==> src/rtl/mul_div_seq_divider_if.sv <==
// Request/response bundle for the sequential divider: operation request,
// abort, and the busy/done/result status returned by the divider.
interface mul_div_seq_divider_if #(
  parameter int WIDTH = 32
) ();
  logic             start;
  logic [1:0]       op;
  logic [WIDTH-1:0] a;
  logic [WIDTH-1:0] b;
  logic             kill;
  logic             busy;
  logic             done;
  logic [WIDTH-1:0] result;

  modport master (output start, op, a, b, kill, input busy, done, result);
  modport slave  (input start, op, a, b, kill, output busy, done, result);
endinterface

==> src/rtl/mul_div_seq_divider.sv <==
// Restoring radix-2 divider for DIV/DIVU/REM/REMU, one quotient bit per cycle.
// state | meaning
// IDLE  | waiting for start
// CALC  | WIDTH restoring steps on operand magnitudes
// FIX   | sign correction, result load
// DONE  | one-cycle completion pulse; accepts a back-to-back start
module mul_div_seq_divider #(
  parameter int WIDTH = 32
) (
  input  logic                  clk,
  input  logic                  rst,
  mul_div_seq_divider_if.slave  bus
);
  localparam int CW = (WIDTH > 1) ? $clog2(WIDTH) : 1;
  localparam logic [WIDTH-1:0] MIN_NEG = {1'b1, {(WIDTH-1){1'b0}}};

  typedef enum logic [1:0] {IDLE, CALC, FIX, DONE} state_t;
  state_t state, state_n;

  logic [1:0]       op_q;
  logic             sign_a, sign_b;
  logic [WIDTH-1:0] quot, rem, div_q, result_q;
  logic [CW-1:0]    cnt;

  logic             accept, signed_op, sa, sb, div_zero, overflow, special;
  logic [WIDTH-1:0] mag_a, mag_b, special_res, fix_res, rem_nx;
  logic [WIDTH:0]   rem_sh, diff;
  logic             qbit;

  assign accept    = (state == IDLE || state == DONE) && bus.start && !bus.kill;
  assign signed_op = ~bus.op[0];
  assign sa        = signed_op & bus.a[WIDTH-1];
  assign sb        = signed_op & bus.b[WIDTH-1];
  assign mag_a     = sa ? -bus.a : bus.a;
  assign mag_b     = sb ? -bus.b : bus.b;
  assign div_zero  = (bus.b == '0);
  assign overflow  = signed_op && (bus.a == MIN_NEG) && (bus.b == '1);
  assign special   = div_zero || overflow;

  // Divide-by-zero and signed overflow finish without iterating
  always_comb begin
    special_res = '0;
    if (div_zero)
      special_res = bus.op[1] ? bus.a : '1;
    else
      special_res = bus.op[1] ? '0 : bus.a;
  end

  assign rem_sh = {rem, quot[WIDTH-1]};
  assign diff   = rem_sh - {1'b0, div_q};
  assign qbit   = ~diff[WIDTH];
  assign rem_nx = qbit ? diff[WIDTH-1:0] : rem_sh[WIDTH-1:0];

  always_comb begin
    fix_res = '0;
    if (op_q[1])
      fix_res = (!op_q[0] && sign_a) ? -rem : rem;
    else
      fix_res = (!op_q[0] && (sign_a ^ sign_b)) ? -quot : quot;
  end

  always_ff @(posedge clk or posedge rst) begin
    if (rst) state <= IDLE;
    else     state <= state_n;
  end

  always_comb begin
    state_n = state;
    case (state)
      IDLE, DONE: begin
        if (accept) state_n = special ? DONE : CALC;
        else        state_n = IDLE;
      end
      CALC: begin
        if (bus.kill)      state_n = IDLE;
        else if (cnt == '0) state_n = FIX;
      end
      FIX: state_n = bus.kill ? IDLE : DONE;
      default: state_n = IDLE;
    endcase
  end

  always_ff @(posedge clk or posedge rst) begin
    if (rst) begin
      op_q     <= '0;
      sign_a   <= 1'b0;
      sign_b   <= 1'b0;
      quot     <= '0;
      rem      <= '0;
      div_q    <= '0;
      cnt      <= '0;
      result_q <= '0;
    end else begin
      case (state)
        IDLE, DONE: begin
          if (accept) begin
            op_q   <= bus.op;
            sign_a <= sa;
            sign_b <= sb;
            quot   <= mag_a;
            div_q  <= mag_b;
            rem    <= '0;
            cnt    <= CW'(WIDTH - 1);
            if (special) result_q <= special_res;
          end
        end
        CALC: begin
          if (!bus.kill) begin
            rem  <= rem_nx;
            quot <= {quot[WIDTH-2:0], qbit};
            cnt  <= cnt - CW'(1);
          end
        end
        FIX: begin
          if (!bus.kill) result_q <= fix_res;
        end
        default: ;
      endcase
    end
  end

  assign bus.busy   = (state == CALC) || (state == FIX);
  assign bus.done   = (state == DONE);
  assign bus.result = result_q;
endmodule

==> src/flat_wrapper.sv <==
// flat-port wrapper written by rule: the top's interface ports become plain ports
module mul_div_seq_divider_flat 
#(
  parameter int WIDTH = 32
)
  (clk, rst, bus_start, bus_op, bus_a, bus_b, bus_kill, bus_busy, bus_done, bus_result);
  mul_div_seq_divider_if #(.WIDTH(WIDTH)) bus_i ();
  input  logic clk;
  input  logic rst;
  input wire logic [$bits(bus_i.start)-1:0] bus_start;
  input wire logic [$bits(bus_i.op)-1:0] bus_op;
  input wire logic [$bits(bus_i.a)-1:0] bus_a;
  input wire logic [$bits(bus_i.b)-1:0] bus_b;
  input wire logic [$bits(bus_i.kill)-1:0] bus_kill;
  output wire logic [$bits(bus_i.busy)-1:0] bus_busy;
  output wire logic [$bits(bus_i.done)-1:0] bus_done;
  output wire logic [$bits(bus_i.result)-1:0] bus_result;
  assign bus_i.start = bus_start;
  assign bus_i.op = bus_op;
  assign bus_i.a = bus_a;
  assign bus_i.b = bus_b;
  assign bus_i.kill = bus_kill;
  assign bus_busy = bus_i.busy;
  assign bus_done = bus_i.done;
  assign bus_result = bus_i.result;
  mul_div_seq_divider #(.WIDTH(WIDTH)) u_core (.clk(clk), .rst(rst), .bus(bus_i));
endmodule
==> config.mk <==
export PLATFORM = sky130hd
export DESIGN_NAME = mul_div_seq_divider_flat
export DESIGN_NICKNAME = d
export VERILOG_FILES = /design/src/rtl/mul_div_seq_divider_if.sv /design/src/rtl/mul_div_seq_divider.sv /design/src/flat_wrapper.sv
export SDC_FILE = /design/constraint.sdc
export NUM_CORES = 1
export LEC_CHECK = 0
export CAP_MARGIN = 5
export CORE_ASPECT_RATIO = 1.4
export CORE_MARGIN = 2
export CORE_UTILIZATION = 45
export CTS_CLUSTER_DIAMETER = 80
export DETAILED_ROUTE_END_ITERATION = 12
export PLACE_DENSITY_LB_ADDON = 0.25
export SETUP_SLACK_MARGIN = 0.4
export SYNTH_ARGS = -nofsm -noshare
export SYNTH_HDL_FRONTEND = slang
export SYNTH_SLANG_ARGS = --single-unit
==> constraint.sdc <==
create_clock -name clk -period 5.3 [get_ports clk]
set_clock_uncertainty 0.1 [all_clocks]
set_input_delay 0.53 -clock clk [delete_from_list [all_inputs] [get_ports clk]]
set_output_delay 0.53 -clock clk [all_outputs]
set_load 0.01 [all_outputs]
After elaboration in Yosys (flattened, before gate mapping)
Cells that the tools add are included.
{"block": "op_classes", "eq_ne": 10, "muxes": 28, "n_reduce_logical": 20, "n_addsub": 6, "bitwise_logic": 5}
{"op": "two-way mux 32 bit", "count": 16}
{"op": "one-hot mux 32 bit (2 select lines)", "count": 3}
{"op": "negator 32 bit", "count": 4}
{"op": "equality test 32 bit (second input constant)", "count": 2}
{"op": "subtractor 33 x 32 -> 33 bit", "count": 1}
{"op": "logical NOT 32 bit", "count": 1}
{"op": "two-way mux 2 bit", "count": 5}
{"op": "two-way mux 5 bit", "count": 2}
{"op": "one-hot mux 5 bit (2 select lines)", "count": 1}
{"op": "logical AND 1 bit", "count": 6}
{"op": "one-hot mux 2 bit (3 select lines)", "count": 1}
{"op": "logical NOT 5 bit", "count": 1}
{"op": "subtractor 5 x 1 -> 5 bit (second input constant)", "count": 1}
{"op": "equality test 2 bit (second input constant)", "count": 2}
{"op": "inequality test 2 x 1 -> 1 bit (second input constant)", "count": 2}
{"op": "inequality test 2 bit (second input constant)", "count": 2}
{"op": "AND reduction 4 bit", "count": 1}
{"op": "nonzero test 2 bit", "count": 2}
{"op": "logical OR 1 bit", "count": 3}
{"op": "inequality test 3 x 2 -> 1 bit (second input constant)", "count": 1}
{"op": "AND reduction 3 bit", "count": 1}
{"op": "AND 1 bit", "count": 2}
{"op": "equality test 2 x 1 -> 1 bit (second input constant)", "count": 1}
{"op": "logical NOT 1 bit", "count": 2}
{"op": "other kinds (5)", "count": 6}
{"block": "totals", "reg_bits": 139, "elab_cells": 78}

Logic depth before layout (Yosys ltp)
Gate-level depths: netlist of run 1.
{"block": "depth", "ltp_word": 7, "depth_mapped": 14}

Worst setup path before layout of run 1
No wires, ideal clock.
{"block": "synth_timing", "kind": "reg2reg", "start": "reg u_core.quot[31]", "end": "reg u_core.rem[7]", "setup_slack_ns": 1.912, "t_arrival_ns": 3.173, "path_stages_with_launch": 15, "synth_period_minus_slack_ns": 3.388, "path_cell_list": "dfrtp_1 > inv_1 > ha_1 > fa_1 > nor2b_1 > o211ai_1 > a2111o_1 > a21oi_1 > o31ai_1 > a31oi_1 > xnor2_1 > buf_2 > buf_1 > nand3_1 > o311ai_0"}
{"block": "synth_between", "elab_chain_len": 4}
{"item": "start: declaration", "line_no": "mul_div_seq_divider.sv:22", "rtl": "logic [WIDTH-1:0] quot, rem, div_q, result_q;"}
{"item": "start signal: assignment", "line_no": "mul_div_seq_divider.sv:100", "rtl": "quot <= mag_a;"}
{"item": "start signal: assignment", "line_no": "mul_div_seq_divider.sv:110", "rtl": "quot <= {quot[WIDTH-2:0], qbit};"}
{"item": "subtractor 33 x 32 -> 33 bit", "line_no": "mul_div_seq_divider.sv:50", "rtl": "assign diff = rem_sh - {1'b0, div_q};"}
{"item": "two-way mux 32 bit", "line_no": "mul_div_seq_divider.sv:52", "rtl": "assign rem_nx = qbit ? diff[WIDTH-1:0] : rem_sh[WIDTH-1:0];"}
{"item": "two-way mux 32 bit", "line_no": "mul_div_seq_divider.sv:108", "rtl": "if (!bus.kill) begin"}
{"item": "one-hot mux 32 bit (2 select lines)", "line_no": "mul_div_seq_divider.sv:94", "rtl": "case (state)"}
{"item": "end signal: assignment", "line_no": "mul_div_seq_divider.sv:109", "rtl": "rem <= rem_nx;"}
{"item": "end: declaration", "line_no": "mul_div_seq_divider.sv:22"}
Every way passes these cells. The select of a mux whose other input is x is not followed.
A chain may end at the register's enable or synchronous reset.

Worst setup path after layout of run 1
{"block": "layout_timing", "start": "reg u_core.quot[31]", "end": "reg u_core.rem[4]"}
The elaborated chain is that of the path after synthesis.

==> reports/summary.txt, run 1 <==
Syn Inst Count: 1383
Vias/cell: 5.85
Clock transition at path regs: 0.06 ns
Wire per inst: 17.6 um
Final setup violation count: 0
Worst Tran Pin Value: 1.04 ns
Cell area after layout: 13000 um2
Flops & latches, synth: 139
Vias in the first global route: 9923
Ports: 104
Kind of end point of the critical path: flop
Ys Warns: 0
Worst vdd ir: 0.258 mV
Antenna Nets Post-Route: 0
Initial antenna violation count: 1
Async SR Flop Fraction: 100%
Gp weighted congestion: 0.921
Via count: 10400
Hpwl dp: 22800 um
# port buffers: 103
Post-CTS setup buffers: 0
Synthesized area: 11100 um2
Leak: 5.34 nW
Synth cell types: 75
Area Overhead vs Synth: 17.3%
Worst endpoint data arrival time: 4.36 ns
Top achievable clock speed: 240 MHz
Setup crit start: u_core.quot[31]
Predominant post-synthesis flop cell: dfrtp_1
Max FO, Critical Path: 32
EDFF count, synth: 0
Slew headroom: 30.7%
Min Tclk post-route: 4.16 ns
Avg Inst Size Synth: 8.02 um2
Rows: 68
Clk_lat worst skew: 0.44 ns
FF-to-FF Start: u_core.quot[31]
Gr ovfl total: 0
Pins Over Slew Limit: 0
Crit path kind: reg -> reg
Total clock sinks: 139
Net count after synthesis: 1496
CP startpoint kind: flop
Critical Path RT: 5.49 ns
Pwr Total: 5.35 mW
Layout Nets: 1555
Hold_buf cts: 0
Area after DPL: 12300 um2
Commonest non-fill, non-tap cells in the layout: 154 x nand2_1, 139 x dfrtp_1, 127 x o21ai_0
CTS buffer count: 17
CTS tree: yes
Share of cells above drive strength 1: 5.70%
Routed WL: 31200 um
Setup TNS: 0 ns
CORE AREA: 24400 um2
Reg2reg setup slack: 1.14 ns
Final hold viol count: 0
Hold Path Class: reg -> reg
H-tree levels: 4
RSZ-0062 raised after global routing: no
Gr usage total: 24.4%
Final period util: 78.5%
Sequential area share after synthesis: 31.3%
CTS max path bufs: 2
Commonest non-fill, non-tap cell in the layout: nand2_1
Largest net degree at the start of global routing: 111
Power density cells: 411 nW/um2
Initial Utilization: 45.4%
DIE HEIGHT: 190 um
Inserted Diodes: 0
Horiz. Die Dim: 137 um
Status: finished clean
Drt first pass iters: 5
Post_cts resized: 0
Clock tree root buffer cell: clkbuf_16
Max-Cap Viols: 0
First-pass GRT wire length: 50300 um
Hold_sp: u_core.div_q[16]
DRT iter0 DRCs: 1017
Die area: 26000 um2
Drc violations: 0
## per-layer routing
metal	up-vias	track usage (%)	routed length, um
met5	-	0	13
met2	347	41.1	15000
met3	68	3.52	1560
li1	5106	-	-
met1	4837	31.0	13600
met4	2	10.4	1020
## synthesized netlist by cell type (all sizes together) (3+ instances only)
library cell / n / area share, %
inv: 70 / 2.4
or2: 6 / 0.34
and2: 4 / 0.23
xnor2: 91 / 7.2
nor3: 22 / 1.0
nand3: 27 / 1.2
a32oi: 7 / 0.55
nor4: 19 / 1.4
and3: 9 / 0.51
nor3b: 3 / 0.20
nand4: 18 / 1.0
nand2b: 10 / 0.56
o211ai: 38 / 2.6
nand2: 156 / 5.4
mux2: 4 / 0.41
o221ai: 3 / 0.24
o21a: 10 / 0.68
o21ai: 130 / 5.9
mux2i: 5 / 0.45
ha: 42 / 4.7
a21o: 16 / 1.1
maj3: 22 / 2.0
clkbuf: 59 / 2.0
nand3b: 6 / 0.41
nor2: 105 / 3.6
a31oi: 22 / 1.2
and4: 3 / 0.24
o21bai: 4 / 0.27
o22ai: 7 / 0.39
or3: 14 / 0.79
o311ai: 22 / 1.7
o31ai: 15 / 1.0
o41ai: 10 / 0.96
or4: 13 / 1.0
a211oi: 6 / 0.41
dfrtp: 139 / 31
a21oi: 122 / 5.5
buf: 21 / 0.99
nor2b: 10 / 0.56
o22a: 6 / 0.47
a22oi: 8 / 0.54
xor2: 56 / 4.4
## state kept, by name, indices dropped and copies added, names as in the netlist
register           flops
u_core.state           2
u_core.div_q          32
u_core.rem            32
u_core.quot           32
u_core.cnt             5
u_core.op_q            2
u_core.sign_a          1
u_core.bus.result     32
u_core.sign_b          1
## stage by stage
| step | setup slack [ns] | util [%] | hold slack, ns | instances |
|---|---|---|---|---|
| 2_1_floorplan | 0.945 | - | 0.350 | 1383 |
| 3_3_place_gp | 1.07 | 50.6 | 0.361 | 1738 |
| 3_5_place_dp | 0.935 | 50.6 | 0.370 | 1738 |
| 4_1_cts | 1.16 | 53.3 | 0.383 | 1770 |
| 5_1_grt | 0.803 | 53.3 | 0.398 | 1770 |
| 6_report | 1.14 | 53.3 | 0.376 | 1770 |
## final cells by class
type,count,area (um2)
Clock inverter,12,218
Inverter,70,268
Tap cell,315,394
Clock buffer,20,457
Multi-Input combinational cell,1094,7050
Fill cell,2364,11400
Sequential cell,139,3480
Timing Repair Buffer,120,1160
## cells by family (layout without fill, tap and decap cells)
group / after synthesis / after routing / synth area share (%)
simple gates: 432 / 432 / 19.0
buf+inv: 150 / 222 / 5.36
xor+xnor: 147 / 147 / 11.6
compound gates: 441 / 441 / 24.9
mux: 9 / 9 / 0.857
fa+ha+maj: 65 / 65 / 6.92
flops: 139 / 139 / 31.3
## worst max-delay path, stage by stage, from the launching register on
cell      delay [ns]
dfrtp_1         0.39
inv_1           0.09
ha_1            0.22
fa_1            0.42
nor2b_1         0.17
o211ai_1        0.18
a2111o_1        0.49
a21oi_1         0.34
o31ai_1         0.14
a31oi_1         0.40
xnor2_2         0.35
buf_4           0.42
nand4_1         0.13
o311ai_0        0.16
## where the power goes
group          switching [mW]  total, mW  internal [mW]
combinational            1.25       2.23          0.976
clock                   0.472       1.38          0.904
sequential              0.330       1.75           1.42
total                    2.06       5.35           3.30
## worst paths after layout
check / endpoint / cells past startpoint
min reg2reg: u_core.div_q[16] / 2
min: u_core.div_q[16] / 2
max in group asynchronous: u_core.bus.result[5] / 3
max reg2reg: u_core.rem[4] / 13
min in group asynchronous: u_core.div_q[31] / 2
max: u_core.rem[4] / 13
Note: power is estimated with default switching activity, not from simulation.
==> run 2, diff against run 1 <==
==> constraint.sdc (replaced) <==
create_clock -name clk -period 3.8 [get_ports clk]
set_clock_uncertainty 0.1 [all_clocks]
set_input_delay 0.38 -clock clk [delete_from_list [all_inputs] [get_ports clk]]
set_output_delay 0.38 -clock clk [all_outputs]
set_load 0.01 [all_outputs]
==> run 2 against run 1 <==
Non-clock buffer count up 47; clock-buffer cell count shrank 3; routed wire length increased by 4.7%; final cell count grew 2.7%; via count increased by 3.1%; setup slack worse by 0.62 ns; critical endpoint is now u_core.rem[31]; largest cell class unchanged; largest power group unchanged.
==> reports/summary.txt, run 2 (same netlist as run 1, synthesis figures left out) <==
Status: finished clean
CORE AREA: 24400 um2 (unchanged)
WP buf/inv: 2 (unchanged)
WP depth: 13 (unchanged)
Metal-1 WL: 13800 um (+1.5%)
Commonest non-fill, non-tap cells in the layout: 154 x nand2_1, 139 x dfrtp_1, 125 x o21ai_0
Uppermost layer routed: met4
Initial Utilization: 45.4% (unchanged)
Worst path cell trace: inv_1 > ha_2 > fa_2 > nor2b_2 > o211ai_1 > a2111o_1 > a21oi_2 > o31ai_2 > a31oi_4 > buf_4 > mux2_2 > a32oi_1 > nand2_1
DRT iter0 DRCs: 757 (-26%)
Antenna Nets Post-Route: 0 (unchanged)
Total clock sinks: 139 (unchanged)
Worst vdd ir: 0.387 mV (+50%)
Final hold viol count: 0 (unchanged)
Final period util: 86.4% (+7.9 points)
Power density cells: 563 nW/um2 (+37%)
R2R cell count: 13 (unchanged)
Max FO, Critical Path: 3 (-91%)
Commonest non-fill, non-tap cell in the layout: nand2_1
CP delay by family, top: compound AO/OA/AOI/OAI gates
Drt first pass iters: 6 (+1)
Critical Path RT: 4.03 ns (-1.46 ns)
Pins Over Slew Limit: 0 (unchanged)
Area Overhead vs Synth: 21.8%
Max incr delay on CP: 0.49 ns (about the same)
Gp weighted congestion: 0.952 (+3.3%)
Setup TNS: 0 ns (unchanged)
Rows: 68 (unchanged)
First-pass GRT wire length: 52000 um (+3.4%)
H-tree levels: 4 (unchanged)
DIE HEIGHT: 190 um (unchanged)
CP startpoint kind: flop
Wire per inst: 17.9 um (+1.9%)
Area after DPL: 12700 um2 (+2.5%)
CTS max path bufs: 2 (unchanged)
Met3 routed WL: 1820 um (+17%)
Routed WL: 32600 um (+4.7%)
Vias in the first global route: 10100 (+2.0%)
Fillcell total: 2332 (-1.4%)
Largest net degree at the start of global routing: 57 (-49%)
Layout Nets: 1602 (+3.0%)
Max-Cap Viols: 0 (unchanged)
DR WL met2: 15800 um (+5.7%)
Hold Path Class: in -> async
Via count: 10700 (+3.1%)
Clock tree root buffer cell: clkbuf_16
Leak: 5.60 nW (+4.9%)
Kind of end point of the critical path: flop
Ports: 104 (unchanged)
Top achievable clock speed: 304 MHz (+27%)
RSZ-0062 raised after global routing: yes
Worst Tran Pin Value: 0.865 ns (-0.175 ns)
Hpwl dp: 24400 um (+7.0%)
CTS buffer count: 17 (unchanged)
Crit path kind: reg -> reg
Clock transition at path regs: 0.06 ns (about the same)
Clk_lat worst skew: 0.44 ns (about the same)
Min Tclk post-route: 3.28 ns (-0.878 ns)
Slowest CP cell: a2111o_1
Initial antenna violation count: 0 (-1)
Share of cells above drive strength 1: 9.72% (+4.0 points)
Horiz. Die Dim: 137 um (unchanged)
Vias/cell: 5.88 (+0.42%)
Inserted Diodes: 0 (unchanged)
Reg2reg setup slack: 0.52 ns (-0.62 ns)
Drc violations: 0 (unchanged)
Final setup violation count: 0 (unchanged)
Gr ovfl total: 0 (unchanged)
Gr usage total: 25.5% (+1.1 points)
Slew headroom: 42.2% (+12 points)
Die area: 26000 um2 (unchanged)
Cell area after layout: 13500 um2 (+3.9%)
# port buffers: 103 (unchanged)
CTS tree: yes
Hold_buf cts: 0 (unchanged)
Worst endpoint data arrival time: 3.52 ns (-0.84 ns)
run 2: per-layer routing:
metal | global-route usage (%) | vias to the layer above
met1 | 32.2 | 4995
li1 | - | 5214
met4 | 10.4 | 0
met5 | 0 | -
met2 | 43.2 | 392
met3 | 3.78 | 79
run 2: per-stage QoR:
| stage | total power, mW | setup WS (ns) | hold WS (ns) | instances | utilization, % |
|---|---|---|---|---|---|
| after floorplan | 4.50 | 0.412 | 0.350 | 1383 | - |
| after global placement | 5.54 | 0.176 | 0.361 | 1769 | 51.8 |
| after detailed placement | 5.61 | 0.131 | 0.373 | 1769 | 51.8 |
| after CTS | 7.57 | 0.395 | 0.380 | 1813 | 54.9 |
| after global routing | 8.14 | 0.355 | 0.401 | 1817 | 55.4 |
| final | 7.61 | 0.515 | 0.352 | 1817 | 55.4 |
run 2: layout make-up:
| type | count | area, um2 | area share [%] |
|---|---|---|---|
| clock buffers | 17 | 425 | 3.15 |
| clock inverters | 15 | 221 | 1.64 |
| inverters | 70 | 267 | 1.97 |
| flip-flops and latches | 139 | 3480 | 25.7 |
| multi-input cells | 1094 | 7130 | 52.7 |
| well taps | 315 | 394 | 2.91 |
| repair buffers | 167 | 1610 | 11.9 |
run 2: final timing paths:
check                                   endpoint             from
max reg2reg                       u_core.rem[31]  u_core.quot[31]
max in group asynchronous        u_core.div_q[4]              rst
min in group clk                 u_core.div_q[6]  u_core.div_q[6]
min reg2reg                      u_core.div_q[6]  u_core.div_q[6]
min                        u_core.bus.result[30]              rst
max                               u_core.rem[31]  u_core.quot[31]
run 2: power by group:
part           total [mW]  switching, mW  internal, mW
clock                1.87          0.700          1.17
sequential           2.46          0.481          1.98
combinational        3.29           1.80          1.48
run 2: repair_timing:
action	CTS	global route
setup endpoints to repair	33	48
buffers inserted	12	3
gates resized for setup	4	19
pin swaps	5	7
cloned	0	1
==> run 3, diff against run 2 <==
--- a/config.mk
+++ b/config.mk
@@ -5,6 +5,7 @@
 export SDC_FILE = /design/constraint.sdc
 export NUM_CORES = 1
 export LEC_CHECK = 0
+export ABC_AREA = 1
 export CAP_MARGIN = 5
 export CORE_ASPECT_RATIO = 1.4
 export CORE_MARGIN = 2
==> run 3 against run 2 <==
Sequential power down 5%; routed wire length up 38%; sequential share of layout area down 3.1 points; fmax up 11%; area after synthesis up 20%; non-clock buffer count down 36; power up 15%; die area up 20%; utilization down 2.7 points; sequential cell count unchanged; critical path type unchanged; largest power group unchanged; highest routed layer unchanged.
==> reports/summary.txt, run 3 <==
Max-Cap Viols: 0 (unchanged)
Min Tclk post-route: 2.95 ns (-0.336 ns)
WHS Endpoint: u_core.bus.result[9]
CTS tree: yes
Post_cts resized: 0 (-4)
Most common cell in the netlist: nand2_1
Final setup violation count: 0 (unchanged)
Wire per inst: 16.4 um (-8.9%)
First-pass GRT wire length: 72200 um (+39%)
Drt first pass iters: 7 (+1)
Layout Nets: 2481 (+55%)
RSZ-0062 raised after global routing: no
Pre-CTS WS: 0.512 ns (+0.381 ns)
Final period util: 77.6% (-8.9 points)
Clock transition at path regs: 0.06 ns (about the same)
Drc violations: 0 (unchanged)
Total clock sinks: 139 (unchanged)
Kind of end point of the critical path: flop
Gr ovfl total: 0 (unchanged)
Synthesized area: 13300 um2 (+20%)
Area after DPL: 14700 um2 (+16%)
Commonest non-fill, non-tap cell in the layout: nand2_1
Reg2reg setup slack: 0.85 ns (+0.34 ns)
Initial Utilization: 45.7% (+0.30 points)
Die area: 31100 um2 (+20%)
Net count after synthesis: 2401 (+60%)
Synth cell types: 44 (-41%)
Worst endpoint data arrival time: 3.19 ns (-0.33 ns)
Worst Tran Pin Value: 1.02 ns (+0.160 ns)
Setup ws final: 0.852 ns (+0.336 ns)
Sequential fraction of design power: 26.5% (-5.8 points)
Gp weighted congestion: 0.960 (+0.87%)
Fillcell total: 3113 (+33%)
Commonest non-fill, non-tap cells in the layout: 818 x nand2_1, 307 x inv_1, 228 x nand3_1
CORE AREA: 29200 um2 (+19%)
Routed WL: 45200 um (+38%)
Slew headroom: 31.6% (-11 points)
Cell area after layout: 15400 um2 (+14%)
DIE HEIGHT: 208 um (+9.4%)
Worst vdd ir: 0.281 mV (-27%)
Initial antenna violation count: 0 (unchanged)
Top achievable clock speed: 339 MHz (+11%)
Rows: 74 (+8.8%)
Ports: 104 (unchanged)
Ys Warns: 0 (unchanged)
Hold Path Class: reg -> reg
H-tree levels: 4 (unchanged)
Flops & latches, synth: 139 (unchanged)
Switching part of the total: 46.8% (+7.5 points)
P_int: 4.67 mW (+1.0%)
Hpwl dp: 36600 um (+50%)
Critical Path RT: 4.04 ns (about the same)
Antenna Nets Post-Route: 0 (unchanged)
Syn Inst Count: 2288 (+65%)
Leak: 8.28 nW (+48%)
Vias in the first global route: 14100 (+39%)
Horiz. Die Dim: 150 um (+9.4%)
Share of cells above drive strength 1: 3.74% (-6.0 points)
Hold_buf cts: 0 (unchanged)
Inserted Diodes: 0 (unchanged)
Predominant post-synthesis flop cell: dfrtp_1
Status: finished clean
CTS max path bufs: 2 (unchanged)
Vias/cell: 5.25 (-11%)
R2R cell count: 17 (+4)
CTS buffer count: 17 (unchanged)
Clock Power Share: 20.8% (-3.7 points)
EDFF count, synth: 0 (unchanged)
Clk_lat worst skew: 0.46 ns (+0.02 ns)
Avg Inst Size Synth: 5.83 um2 (-27%)
Clock tree root buffer cell: clkbuf_16
Final hold slack: 0.374 ns (+0.0221 ns)
Via count: 14500 (+36%)
FF-to-FF Start: u_core.quot[31]
Pins Over Slew Limit: 0 (unchanged)
Final hold viol count: 0 (unchanged)
Gr usage total: 29.9% (+4.4 points)
Hold_sp: u_core.bus.result[9]
Area Overhead vs Synth: 15.2%
Finished Core Util: 52.7% (-2.7 points)
Largest net degree at the start of global routing: 60 (+5.3%)
Post-synth top area share: 26.1% (-5.3 points)
CP startpoint kind: flop
Max FO, Critical Path: 31 (+28)
Area of the multi-input gates: 8330 um2 (+17%)
Comb pwr share: 52.7% (+9.5 points)
DRT iter0 DRCs: 996 (+32%)
Psw: 4.11 mW (+38%)
Sequential area share after synthesis: 26.1% (-5.3 points)
Post-CTS setup buffers: 0 (-12)
Power density cells: 571 nW/um2 (+1.5%)
Crit path kind: reg -> reg
Setup crit start: u_core.quot[31]
Synth area leader: dfrtp_1
Async SR Flop Fraction: 100% (unchanged)
Reg2Reg Capture Point: u_core.rem[26]
Setup TNS: 0 ns (unchanged)
Post-synth top cells: 818 x nand2_1, 308 x inv_1, 228 x nand3_1
Area contributors post-synth: dfrtp_1 26%, nand2_1 23%, inv_1 8.7%, nand3_1 8.6%, nor2_1 6.2%
WHS Path Cells: 2
# port buffers: 103 (unchanged)
Reg area: 3480 um2 (unchanged)
run 3: cell count changes after synthesis, moves of 22 or more:
cell and delta:
o21ai_0 +38, xnor2_1 -76, a21oi_1 -38, nand3_1 +201, nand2_1 +664, inv_1 +238, xor2_1 -29, o311ai_0 -22
nor2_1 +115
run 3: critical path, cell delays in order, from the launching register on:
cell and delay (ns):
dfrtp_1 0.38, inv_1 0.11, ha_1 0.24, fa_1 0.40, inv_1 0.09, nand2_1 0.05
nand2_1 0.07, nand3_1 0.07, nand2_1 0.13, nand2_1 0.07, nand2_1 0.14, nand2_2 0.09
nand2_2 0.07, nand2_1 0.06, nand2_2 0.45, nand2_1 0.12, nand3_1 0.12, nand2_1 0.06
run 3: cell type report:
class / count / area share, %
multi-input combinational: 1765 / 54.2
sequential: 139 / 22.6
timing repair buffer: 131 / 8.24
inverter: 314 / 7.69
tap: 380 / 3.09
clock buffer: 20 / 3.04
clock inverter: 12 / 1.10
run 3: layer usage:
metal,GRT usage [%],wire [um],up-vias
met5,0,0,-
met4,16.2,2500,0
met3,3.52,1520,110
met2,55.2,23200,383
met1,32.7,18000,6542
li1,-,-,7466
run 3: worst max path at each step:
stage,end,slack (ns),cells after the start
6_report,u_core.rem[26],0.85,17
5_1_grt,u_core.rem[26],0.63,17
4_1_cts,u_core.rem[26],0.87,17
3_5_place_dp,u_core.bus.result[17],0.51,13
3_3_place_gp,u_core.bus.result[17],0.53,13
2_1_floorplan,u_core.rem[4],1.50,18
run 3: kinds of logic (layout without fill, tap and decap cells):
| group | after synthesis | count (layout) | synth area share, % |
|---|---|---|---|
| fa+ha+maj | 43 | 43 | 4.09 |
| buf+inv | 384 | 477 | 11.5 |
| xor+xnor | 42 | 42 | 2.76 |
| compound gates | 322 | 322 | 13.4 |
| simple gates | 1358 | 1358 | 42.2 |
| flops | 139 | 139 | 26.1 |
run 3: per-stage QoR:
| stage | total power [mW] | instances |
|---|---|---|
| 6_report | 8.78 | 2761 |
| 5_1_grt | 9.52 | 2761 |
| 4_1_cts | 8.78 | 2761 |
| 3_5_place_dp | 6.93 | 2729 |
| 3_3_place_gp | 6.89 | 2729 |
| 2_1_floorplan | 5.44 | 2288 |
run 3: power groups by stage:
stage / sequential (mW) / clock, mW / combinational [mW]
global placement: 2.33 / 0 / 4.56
CTS: 2.32 / 1.85 / 4.62
global route: 2.39 / 1.91 / 5.23
floorplan: 2.29 / 0 / 3.14
detailed placement: 2.34 / 0 / 4.59
finish: 2.33 / 1.82 / 4.63
==> patch 1, RTL diff (settings of run 1) <==
Make the reset (`rst`) synchronous in 2 clocked blocks.
--- a/src/rtl/mul_div_seq_divider.sv
+++ b/src/rtl/mul_div_seq_divider.sv
@@ -59,7 +59,7 @@
       fix_res = (!op_q[0] && (sign_a ^ sign_b)) ? -quot : quot;
   end
 
-  always_ff @(posedge clk or posedge rst) begin
+  always_ff @(posedge clk) begin
     if (rst) state <= IDLE;
     else     state <= state_n;
   end
@@ -80,7 +80,7 @@
     endcase
   end
 
-  always_ff @(posedge clk or posedge rst) begin
+  always_ff @(posedge clk) begin
     if (rst) begin
       op_q     <= '0;
       sign_a   <= 1'b0;
Check against the original RTL: differs if rst is asserted again (counterexample within 4 cycles, from zero or initial values and one cycle with rst high); with rst held inactive, the same outputs for 4 cycles.
==> patch 1 against run 1 <==
- via count rose by 4.6%
- non-clock buffer count rose by 3
- synthesized cell count rose by 6.7%
- count of clock-buffer cells in the layout rose by 4
- sequential cell count did not move
- worst hold slack got worse by 0.022 ns
- wire length rose by 5.3%
- sequential share of layout area fell by 4.6 points
- setup slack improved by 0.070 ns
- final area fell by 3.6%
- final cell count rose by 4.2%
- synthesized area fell by 2.5%
- fmax rose by 1.7%
Power is not compared: it rests on default switching activity, and its combinational part moved more than twofold at a synthesized area within 25%.
==> patch 1: results (changes against run 1) <==
[run_status]
status=finished clean

[synthesis]
synth_area_leaders=dfxtp_1 26%, nand2_1 6.6%, xor2_1 6.0%
synth_cell_types=71  ; -5.3%
async_flop_share_pct=0  ; -100 points
synth_ff_type=dfxtp_1
yosysSeqAreaShare_pct=25.7  ; -5.6 points
yosys_warnings=0  ; unchanged
synth_common_cells=190 x nand2_1, 139 x dfxtp_1, 138 x nor2_1

[drt]
drt-initial-drc-count=797  ; -22%
wl_um=32800  ; +5.3%
via_count=10800  ; +4.6%
drtPass1Iterations=7  ; +2

[critical_path]
crit_start=bus_a[12]
worstPathArrival_ns=4.26  ; -0.10 ns
r2r-end=u_core.rem[21]
path_max_fanout=19  ; -41%
crit_path_start_kind=primary input
rr_worst_depth=14  ; +1
r2r-start=u_core.quot[31]

[global_route]
grt_first_pass_wirelength_um=52900  ; +5.2%
antenna_found_initial=0  ; -1
grt_max_degree=68  ; -39%
grt_pass1_vias=10400  ; +4.4%

[sta]
worst_pin_slew_ns=1.16  ; +0.116 ns
fin_crit_ns=4.09  ; -0.0704 ns

[cells_and_area]
layout-drive-gt1-share_pct=5.41  ; -0.30 points
nNetsFinal=1635  ; +5.1%

[hold_path]
min_to=u_core.bus.result[8]
hp-start=u_core.bus.result[8]

[place]
place_congestion=0.904  ; -1.8%
place.detailed.hpwl_um=24500  ; +7.4%

[clocking]
clkLatencyLatePin_ns=0.43

patch 1: kinds of logic (layout without fill, tap and decap cells):
kind of cell | count (synthesis) | count (layout) | synth area share (%)
and+or+nand+nor | 525 | 525 | 22.7
AOI/OAI and AO/OA | 420 | 420 | 24.8
buffers and inverters | 159 | 219 | 5.93
xor gates and xnor gates | 145 | 145 | 11.7
DFF | 139 | 139 | 25.7
adders and majority gates | 66 | 66 | 7.18
muxes | 21 | 21 | 1.94
patch 1: final cells by class:
type	count	area [µm²]
clock inverters	8	67.6
multi-input cells	1177	7420
fillers	2366	11300
clock buffers	24	482
well taps	310	388
repair buffers	123	1180
flip-flops and latches	139	2780
inverters	64	240
patch 1: metrics by stage:
| stage | instance area [µm²] | hold WS, ns | util [%] | setup WS (ns) | instances |
|---|---|---|---|---|---|
| finish | 12600 | 0.353 | 52.7 | 1.21 | 1845 |
| detailed placement | 12000 | 0.348 | 50.4 | 0.801 | 1813 |
| CTS | 12600 | 0.356 | 52.7 | 1.22 | 1845 |
| global placement | 12000 | 0.343 | 50.4 | 0.898 | 1813 |
| floorplan | 10800 | 0.332 | - | 2.32 | 1475 |
| global route | 12600 | 0.379 | 52.7 | 0.827 | 1845 |
patch 1: worst max-delay path by stage:
stage | to | slack [ns] | depth (start not counted)
3_3_place_gp | u_core.bus.result[26] | 0.90 | 10
2_1_floorplan | u_core.rem[21] | 2.32 | 14
3_5_place_dp | u_core.bus.result[26] | 0.80 | 10
4_1_cts | u_core.bus.result[26] | 1.22 | 10
5_1_grt | u_core.bus.result[26] | 0.83 | 10
6_report | u_core.bus.result[26] | 1.21 | 10
patch 1: routing by layer:
| metal | up-vias | GRT usage, % | wire (µm) |
|---|---|---|---|
| met5 | - | 0 | 0 |
| met1 | 4992 | 31.9 | 13900 |
| met2 | 367 | 44.6 | 15900 |
| met3 | 83 | 3.87 | 1710 |
| met4 | 0 | 10.9 | 1250 |
| li1 | 5393 | - | - |
patch 1: worst max-delay path, stage by stage:
cell and delay (ns):
clkdlybuf4s50_1 0.49, or4_1 0.59, nor4_1 0.46, nor3b_1 0.32, nand3_1 0.26, nor2_1 0.25, a211o_1 0.60, o31ai_1 0.32
a2111oi_2 0.35, nor3_1 0.09
patch 1: power by group through the flow:
stage	combinational [mW]	sequential [mW]	clock (mW)
floorplan	0.428	1.13	0
finish	0.611	1.12	1.13
detailed placement	0.600	1.15	0
global placement	0.597	1.14	0
global route	0.674	1.13	1.19
CTS	0.605	1.12	1.14
==> patch 2, RTL diff (flow settings as in run 1) <==
Without the edit above. `WIDTH` is set to 32 in 3 places; all go to 16.
--- a/src/rtl/mul_div_seq_divider_if.sv
+++ b/src/rtl/mul_div_seq_divider_if.sv
@@ -1,7 +1,7 @@
 // Request/response bundle for the sequential divider: operation request,
 // abort, and the busy/done/result status returned by the divider.
 interface mul_div_seq_divider_if #(
-  parameter int WIDTH = 32
+  parameter int WIDTH = 16
 ) ();
   logic             start;
   logic [1:0]       op;
--- a/src/rtl/mul_div_seq_divider.sv
+++ b/src/rtl/mul_div_seq_divider.sv
@@ -5,7 +5,7 @@
 // FIX   | sign correction, result load
 // DONE  | one-cycle completion pulse; accepts a back-to-back start
 module mul_div_seq_divider #(
-  parameter int WIDTH = 32
+  parameter int WIDTH = 16
 ) (
   input  logic                  clk,
   input  logic                  rst,
--- a/src/flat_wrapper.sv
+++ b/src/flat_wrapper.sv
@@ -1,7 +1,7 @@
 // flat-port wrapper written by rule: the top's interface ports become plain ports
 module mul_div_seq_divider_flat 
 #(
-  parameter int WIDTH = 32
+  parameter int WIDTH = 16
 )
   (clk, rst, bus_start, bus_op, bus_a, bus_b, bus_kill, bus_busy, bus_done, bus_result);
   mul_div_seq_divider_if #(.WIDTH(WIDTH)) bus_i ();
Ports: changed (resized bus_a, bus_b and bus_result); port bits go from 104 to 56. No check against the original RTL was run, so the function may have changed too.
==> patch 2 against run 1 <==
- worst hold slack improved by 0.0019 ns
- via count decreased by 48%
- setup slack improved by 0.69 ns
- sequential cell count shrank 65
- final area fell by 48%
- total power fell by 62%
- wire length fell by 47%
- count of clock-buffer cells in the layout down 10
- synthesized area decreased by 47%
- final cell count fell by 49%
- largest power group is now registers
- highest routed layer is now met4
==> patch 2: results (changes against run 1) <==
[run_status]
status=finished clean

[critical_path]
cp_slowest_cell=a21oi_1
path_max_fanout=15  ; -53%
max_stage_delay_ns=0.86  ; +0.37 ns
reg2reg_slack_ns=1.82  ; +0.69 ns
worstPathArrival_ns=3.60  ; -0.76 ns
rr_worst_depth=9  ; -4
r2r-end=u_core.rem[9]

[synthesis]
syn_nets=770  ; -49%
synth_cell_types=72  ; -4.0%
yosysSeqAreaShare_pct=31.6  ; +0.24 points
synth_common_cells=74 x dfrtp_1, 71 x nand2_1, 60 x nor2_1
synth_area_leaders=dfrtp_1 32%, ha_1 5.3%, xnor2_1 5.2%
syn_avg_cell_area_um2=8.30  ; +3.5%

[global_route]
use_met2_pct=43.2  ; +2.1 points
grt_usage_pct=24.4  ; about the same
grt_max_degree=75  ; -32%
antenna_found_initial=0  ; -1
grt_pass1_vias=5328  ; -46%

[place]
portBuffers=55  ; -47%
dp_cells=880  ; -49%

[power]
ir_drop_uv=158  ; -39%
power_leakage_nw=2.77  ; -48%
p_seq_mw=0.755  ; -57%

[drt]
via_count=5405  ; -48%
route.met3.wl_um=576  ; -63%
avgRoutedWirePerCell_um=18.6  ; +5.7%
top_layer_used=met4
wl_met2_um=8810  ; -41%
met1Wirelength_um=6500  ; -52%
drt-initial-drc-count=235  ; -77%

[clocking]
numCtsBuffers=9  ; -8
htreeDepth=3  ; -1
clkLatencyLatePin_ns=0.34  ; -0.10 ns

[cells_and_area]
nNetsFinal=802  ; -48%
layout-drive-gt1-share_pct=6.06  ; +0.35 points

[hold_path]
min_to=u_core.div_q[10]

[sta]
fmax_mhz=288  ; +20%

-- patch 2: stage by stage --
stage	utilization, %	power, mW	instance area [µm²]	hold slack, ns
global route	52.8	2.17	6770	0.408
floorplan	-	1.18	5860	0.350
finish	52.8	2.06	6770	0.377
detailed placement	50.2	1.38	6440	0.370
global placement	50.2	1.37	6440	0.365
CTS	52.8	2.06	6770	0.384
-- patch 2: final cells by class --
class / count / area [µm²]
sequential: 74 / 1850
timing repair buffer: 59 / 581
fill: 1186 / 6050
tap: 153 / 191
clock inverter: 6 / 90.1
inverter: 38 / 143
clock buffer: 10 / 239
multi-input combinational: 556 / 3670
-- patch 2: cell families (layout without fill, tap and decap cells) --
kind of cell | count (synthesis) | after routing | share of synthesized area [%]
compound gates | 232 | 232 | 26.8
xor+xnor | 66 | 66 | 9.86
fa+ha+maj | 29 | 29 | 6.21
buf+inv | 76 | 113 | 5.78
flops | 74 | 74 | 31.6
mux | 5 | 5 | 0.939
simple gates | 224 | 224 | 18.8
